File: src/rtl/pipe_skid_buffer.sv
// Registered valid/ready stage with a one-entry skid register.
// Every output comes straight from a flop, so the downstream mux sees a stable operand.
module pipe_skid_buffer #(
    parameter int WIDTH = 8
) (
    input  logic             clk_i,
    input  logic             rst_n_i,
    input  logic             flush_i,
    input  logic [WIDTH-1:0] data_i,
    input  logic             valid_i,
    output logic             ready_o,
    output logic [WIDTH-1:0] data_o,
    output logic             valid_o,
    input  logic             ready_i,
    output logic [1:0]       count_o
);

    typedef enum logic [1:0] {
        EMPTY = 2'd0,
        BUSY  = 2'd1,
        FULL  = 2'd2
    } state_t;

    state_t           state;
    state_t           state_nxt;
    logic [WIDTH-1:0] main_q;
    logic [WIDTH-1:0] skid_q;
    logic             in_xfer;
    logic             out_xfer;
    logic             load_main_in;
    logic             load_main_skid;
    logic             load_skid;

    // Handshakes use the registered ready_o/valid_o, never a combinational path.
    assign in_xfer  = valid_i & ready_o;
    assign out_xfer = valid_o & ready_i;
    assign data_o   = main_q;

    always_comb begin
        state_nxt      = state;
        load_main_in   = 1'b0;
        load_main_skid = 1'b0;
        load_skid      = 1'b0;
        case (state)
            EMPTY: begin
                if (in_xfer) begin
                    state_nxt    = BUSY;
                    load_main_in = 1'b1;
                end
            end
            BUSY: begin
                if (in_xfer && out_xfer) begin
                    load_main_in = 1'b1;
                end else if (in_xfer) begin
                    state_nxt = FULL;
                    load_skid = 1'b1;
                end else if (out_xfer) begin
                    state_nxt = EMPTY;
                end
            end
            FULL: begin
                if (out_xfer) begin
                    state_nxt      = BUSY;
                    load_main_skid = 1'b1;
                end
            end
            default: state_nxt = EMPTY;
        endcase
        // A squash wins over any handshake; held words are simply abandoned.
        if (flush_i) begin
            state_nxt      = EMPTY;
            load_main_in   = 1'b0;
            load_main_skid = 1'b0;
            load_skid      = 1'b0;
        end
    end

    always_ff @(posedge clk_i) begin
        if (!rst_n_i) begin
            state   <= EMPTY;
            main_q  <= '0;
            skid_q  <= '0;
            valid_o <= 1'b0;
            ready_o <= 1'b1;
            count_o <= 2'd0;
        end else begin
            state   <= state_nxt;
            valid_o <= (state_nxt != EMPTY);
            ready_o <= (state_nxt != FULL);
            count_o <= state_nxt;
            if (load_main_in) begin
                main_q <= data_i;
            end else if (load_main_skid) begin
                main_q <= skid_q;
            end
            if (load_skid) begin
                skid_q <= data_i;
            end
        end
    end

endmodule

File: config.mk
export PLATFORM = sky130hd
export DESIGN_NAME = pipe_skid_buffer
export DESIGN_NICKNAME = d
export VERILOG_FILES = /design/src/rtl/pipe_skid_buffer.sv
export SDC_FILE = /design/constraint.sdc
export NUM_CORES = 1
export LEC_CHECK = 0
export ABC_AREA = 1
export CAP_MARGIN = 15
export CORE_MARGIN = 2
export CORE_UTILIZATION = 42
export CTS_CLUSTER_SIZE = 40
export DETAILED_ROUTE_END_ITERATION = 8
export GPL_ROUTABILITY_DRIVEN = 0
export PLACE_DENSITY_LB_ADDON = 0.12
export SLEW_MARGIN = 25
export SYNTH_ARGS = -nofsm -noshare
export SYNTH_HDL_FRONTEND = slang
export SYNTH_SLANG_ARGS = --single-unit
File: constraint.sdc
create_clock -name clk_i -period 1.92 [get_ports clk_i]
set_clock_uncertainty 0.2 [all_clocks]
set_input_delay 0.576 -clock clk_i [delete_from_list [all_inputs] [get_ports clk_i]]
set_output_delay 0.576 -clock clk_i [all_outputs]
set_load 0.1 [all_outputs]
==> results.py, run 1 <==
metrics = {
    "status": {
        "status": "finished, final reports clean",
    },
    "detailed_routing": {
        "drtIter0Drc": 49,
        "drc": 0,
        "wl_per_cell_um": 11.5,
        "viasPerCell": 5.18,
        "drt-pass1-iter-count": 4,
        "drt_wl_total_um": 2190,
        "vias": 989,
        "ant_nets": 0,
    },
    "cts": {
        "cts_tree": "done",
        "root_buffer": "clkbuf_4",
        "numCtsBuffers": 3,
        "clk_latency_ns": 0.30,
        "postCtsSetupBuffers": 0,
        "path_clk_slew_ns": 0.11,
        "cts.sinks": 20,
        "h-tree-depth": 1,
        "cts_buffer_depth": 2,
    },
    "setup_path": {
        "crit_path_start_kind": "register",
        "crit_family": "flip-flops",
        "crit_slowest_cell": "dfxtp_2",
        "crit_arrival_ns": 1.08,
        "crit_buf_inv": 1,
        "crit_fanout": 15,
        "end_kind": "output pin",
        "worstPathRequired_ns": 1.14,
        "setup.worst_path.class": "register to output pin",
        "path_cells": "buf_12",
        "slowest_delay_ns": 0.55,
    },
    "placement": {
        "place_area_sq_um": 1370,
        "port_buffers": 24,
        "dp_slack_ns": -0.226,
        "hpwl_um": 1740,
        "dp.cells": 187,
    },
    "die": {
        "dieArea_sq_um": 2640,
        "ios": 25,
        "rows": 17,
        "start_util_pct": 43.4,
        "die_y_um": 51.4,
        "die_w_um": 51.4,
        "design.core.area_sq_um": 2170,
    },
    "cells_and_area": {
        "drive_gt1_share_pct": 20.9,
        "area_growth_pct": 49.8,
        "diodes": 0,
        "fill_cells": 200,
        "nNetsFinal": 177,
        "final_cell_area_sq_um": 1410,
        "fin_cells": 191,
    },
    "global_route": {
        "gr-usage-all-layers_pct": 18.9,
        "gr-total-overflow": 0,
        "antenna_found_initial": 0,
        "grt_first_pass_wirelength_um": 3750,
        "grt_max_degree": 17,
        "grt_pass1_vias": 881,
    },
    "power_and_ir_drop": {
        "ir_drop_mv": 0.476,
        "power_density_nw_per_um2": 706,
        "p_leak_nw": 0.614,
    },
    "synthesis": {
        "synth-seq-cells": 20,
        "avgSynthCellArea_sq_um": 7.14,
        "synth_cells": 132,
        "ys_warn_count": 0,
        "synth.distinct_cells": 17,
        "synth_seq_area_share_pct": 42.5,
        "synth_nets": 145,
        "netlist_area_sq_um": 942,
    },
    "sta": {
        "maxSlewViolCount": 0,
        "setup-tns-final_ns": 0,
        "rsz0062_at_grt": "no",
        "period_needed_ns": 1.85,
        "tightest_slew_ns": 0.335,
        "fmax_ghz": 0.539,
        "setup_ws_ns": 0.0662,
        "finalHoldViolCount": 0,
        "period_share_pct": 96.6,
        "setup_violations": 0,
        "relSlewSlack_pct": 77.6,
    },
    "worst_hold_path": {
        "hold_class": "register to register",
    },
    "job": {
        "maxCapViolCount": 0,
    },
}
[cells in the final DEF (no fill, tap or decap), types with 2 or more instances in the layout]
master / n
buf_4: 8
inv_1: 14
buf_12: 12
nand3_1: 11
o21ai_0: 10
nand4_1: 16
dfxtp_1: 16
inv_2: 2
clkdlybuf4s50_1: 12
a21oi_1: 9
nand2_1: 20
dfxtp_2: 4
clkbuf_4: 3
nor2_1: 19
[path summary, 6_finish.rpt]
path | depth (start not counted) | slack, ns | from | to
hold reg to reg | 2 | 0.30 | skid_q[5] | skid_q[5]
setup / recovery | 1 | 0.07 | state[1] | count_o[1]
hold / removal | 2 | 0.30 | skid_q[5] | skid_q[5]
setup reg to reg | 7 | 0.41 | state[1] | skid_q[6]
[cells in the mapped netlist]
master    instances  area (sq um)
dfxtp_1          20           400
nand4_1          16           100
a21oi_1           9          45.0
o21ai_0          10          50.1
xnor2_1           1          8.76
nor2_1           19          71.3
buf_2             3          15.0
nand3_1          11          55.1
nor2_4            1          11.3
o211ai_1          1          7.51
nand2_1          21          78.8
nand3_4           1          17.5
nor2_2            1          6.26
clkbuf_1          1          3.75
inv_1            14          52.6
buf_6             1          11.3
inv_2             2          7.51
[power by group]
part / internal, mW / total [mW] / leakage (nW) / switching (mW)
combinational: 0.116 / 0.298 / 0.429 / 0.182
clock: 0.116 / 0.243 / 0.0210 / 0.127
sequential: 0.435 / 0.455 / 0.164 / 0.0202
[repair_timing]
action,4_1_cts,5_1_grt
gates resized for setup,0,1
hold buffers,0,0
endpoints found under the hold margin,0,0
setup endpoints to repair,0,4
[layer usage]
layer  global-route usage (%)  share of wire, %  vias to the layer above
li1                         -                 -                      507
met1                     24.3                45                      437
met2                     30.1                48                       43
met3                     3.51               5.7                        2
met4                     9.21              0.59                        0
met5                        0                 0                        -
[registers in the layout, summed over array words and instances, names as in the netlist]
name and flops:
data_o 8, ready_o 1, skid_q 8, state 2, valid_o 1
[through the flow]
stage | hold WS [ns] | total power, mW | util [%]
final | 0.303 | 0.996 | 65.1
after global routing | 0.331 | 1.05 | 65.1
after CTS | 0.301 | 1.01 | 64.9
after detailed placement | 0.283 | 0.763 | 63.3
after global placement | 0.273 | 0.758 | 63.3
after floorplan | 0.255 | 0.641 | -
[logic make-up after synthesis]
family	count (synthesis)	synth area share, %
xor gates and xnor gates	1	0.930
AOI/OAI and AO/OA	20	10.9
buffers and inverters	21	9.56
DFF	20	42.5
and+or+nand+nor	70	36.1
[layout make-up]
type	count	area (sq um)	area share (%)
Sequential cell	20	405	28.7
Clock buffer	4	36.3	2.57
Inverter	16	60.1	4.26
Multi-Input combinational cell	91	454	32.2
Tap cell	28	35.0	2.48
Timing Repair Buffer	32	420	29.8
(Power assumes the default switching activity.)
==> run 2, diff against run 1 <==
--- a/config.mk
+++ b/config.mk
@@ -13,6 +13,7 @@
 export DETAILED_ROUTE_END_ITERATION = 8
 export GPL_ROUTABILITY_DRIVEN = 0
 export PLACE_DENSITY_LB_ADDON = 0.12
+export REMOVE_ABC_BUFFERS = 1
 export SLEW_MARGIN = 25
 export SYNTH_ARGS = -nofsm -noshare
 export SYNTH_HDL_FRONTEND = slang
==> results.py, run 2 (synthesis gave the netlist of run 1 again) <==
metrics = {
    "die": {
        "dieArea_sq_um": 2640,
        "die_w_um": 51.4,
        "rows": 17,
        "design.core.area_sq_um": 2170,
        "ios": 25,
        "start_util_pct": 43.4,
        "die_y_um": 51.4,
    },
    "cells_and_area": {
        "area_growth_pct": 48.6,
        "nNetsFinal": 178,
        "layout_common_cells": "nand2_1, dfxtp_1, nor2_1",
        "fill_cells": 207,
        "diodes": 0,
        "drive_gt1_share_pct": 18.4,
    },
    "power_and_ir_drop": {
        "power_density_nw_per_um2": 675,
        "p_leak_nw": 0.611,
        "power_uw": 945,
        "ir_drop_mv": 0.467,
    },
    "status": {
        "status": "finished, final reports clean",
    },
    "cts": {
        "clk_latency_ns": 0.29,
        "cts_hold_buf": 0,
        "numCtsBuffers": 3,
        "root_buffer": "clkbuf_4",
        "cts_tree": "done",
        "path_clk_slew_ns": 0.11,
        "postCtsSetupBuffers": 0,
        "cts.sinks": 20,
        "h-tree-depth": 1,
        "cts_buffer_depth": 2,
    },
    "global_route": {
        "grtUsageMet1_pct": 24.0,
        "grt.busiest_layer": "met2",
        "gr-usage-all-layers_pct": 18.4,
        "gr-total-overflow": 0,
        "use_met2_pct": 30.6,
        "grt_max_degree": 17,
        "grt_pass1_vias": 855,
        "antenna_found_initial": 0,
        "grtUsageMet3_pct": 2.92,
        "grt_first_pass_wirelength_um": 3710,
    },
    "job": {
        "maxCapViolCount": 0,
    },
    "setup_path": {
        "rr_endpoint": "skid_q[2]",
        "crit_arrival_ns": 1.85,
        "end_kind": "register",
        "crit_path_start_kind": "input pin",
        "reg2reg_slack_ns": 0.43,
        "setup.worst_path.class": "input pin to register",
        "worstPathRequired_ns": 1.96,
        "crit_fanout": 9,
        "r2r_cells": 8,
        "r2r_start": "ready_o",
    },
    "sta": {
        "tightest_slew_ns": 0.348,
        "period_share_pct": 94.4,
        "period_needed_ns": 1.81,
        "fmax_ghz": 0.552,
        "setup_ws_ns": 0.108,
        "rsz0062_at_grt": "no",
        "setup_violations": 0,
        "relSlewSlack_pct": 76.8,
        "finalHoldViolCount": 0,
        "maxSlewViolCount": 0,
    },
    "worst_hold_path": {
        "hold_path.startpoint": "skid_q[6]",
        "hold_depth": 2,
        "min_to": "skid_q[6]",
        "hold_class": "register to register",
    },
    "detailed_routing": {
        "drtIter0Drc": 25,
        "vias": 983,
        "wl_per_cell_um": 11.4,
        "drc": 0,
        "viasPerCell": 5.15,
        "drt-pass1-iter-count": 4,
        "ant_nets": 0,
        "drt_wl_total_um": 2180,
    },
    "placement": {
        "port_buffers": 24,
        "dp_slack_ns": -0.272,
        "hpwl_um": 1730,
    },
}
-- run 2: cell count changes in the layout (fill, tap and decap cells not counted), sizes merged --
cell,before,now
buf,20,21
clkbuf,4,3
-- run 2: per-stage QoR --
stage	area, sq um	std cells	setup TNS (ns)	util, %	hold slack (ns)
floorplan	912	127	-5.56	-	0.255
global placement	1380	188	-2.67	63.4	0.267
detailed placement	1380	188	-3.35	63.4	0.279
CTS	1400	191	0	64.4	0.304
global route	1400	191	0	64.5	0.324
finish	1400	191	0	64.5	0.301
-- run 2: worst max-delay path, cell delays in order --
cell,delay (ns)
clkdlybuf4s50_1,0.45
nand2_1,0.10
inv_1,0.10
nand2_1,0.06
nor2_1,0.11
nand2_2,0.13
inv_2,0.15
nor2_1,0.06
nor2_1,0.10
-- run 2: metal layers --
layer | vias up | share of wire [%]
met5 | - | 0
met4 | 0 | 1.1
met3 | 4 | 4.3
met2 | 27 | 48
met1 | 441 | 47
li1 | 511 | -
-- run 2: how the worst max path moves through the flow --
stage	end	startpoint	slack, ns	cells after the start
5_1_grt	skid_q[5]	valid_i	0.007	9
6_report	skid_q[2]	valid_i	0.11	9
2_1_floorplan	skid_q[0]	state[0]	-0.36	5
4_1_cts	skid_q[2]	valid_i	0.04	9
3_5_place_dp	skid_q[2]	valid_i	-0.27	9
3_3_place_gp	skid_q[2]	valid_i	-0.21	9
-- run 2: area by class of cell --
cell class                 instances  area (sq um)  area share (%)
inverter                          16          60.1            4.29
timing repair buffer              33           428            30.6
multi-input combinational         91           454            32.4
clock buffer                       3          22.5            1.61
sequential                        20           400            28.6
tap                               28          35.0            2.50
-- run 2: timing repair --
action                     4_1_cts  5_1_grt
gates resized for setup          0        1
hold endpoints to repair         0        0
setup endpoints to repair        0        8
-- run 2: report_power, final --
part           leakage, nW  switching (mW)  internal [mW]  total [mW]
clock network       0.0138           0.120         0.0730       0.193
logic                0.434           0.183          0.116       0.299
registers            0.163          0.0190          0.434       0.453
total                0.611           0.322          0.624       0.945
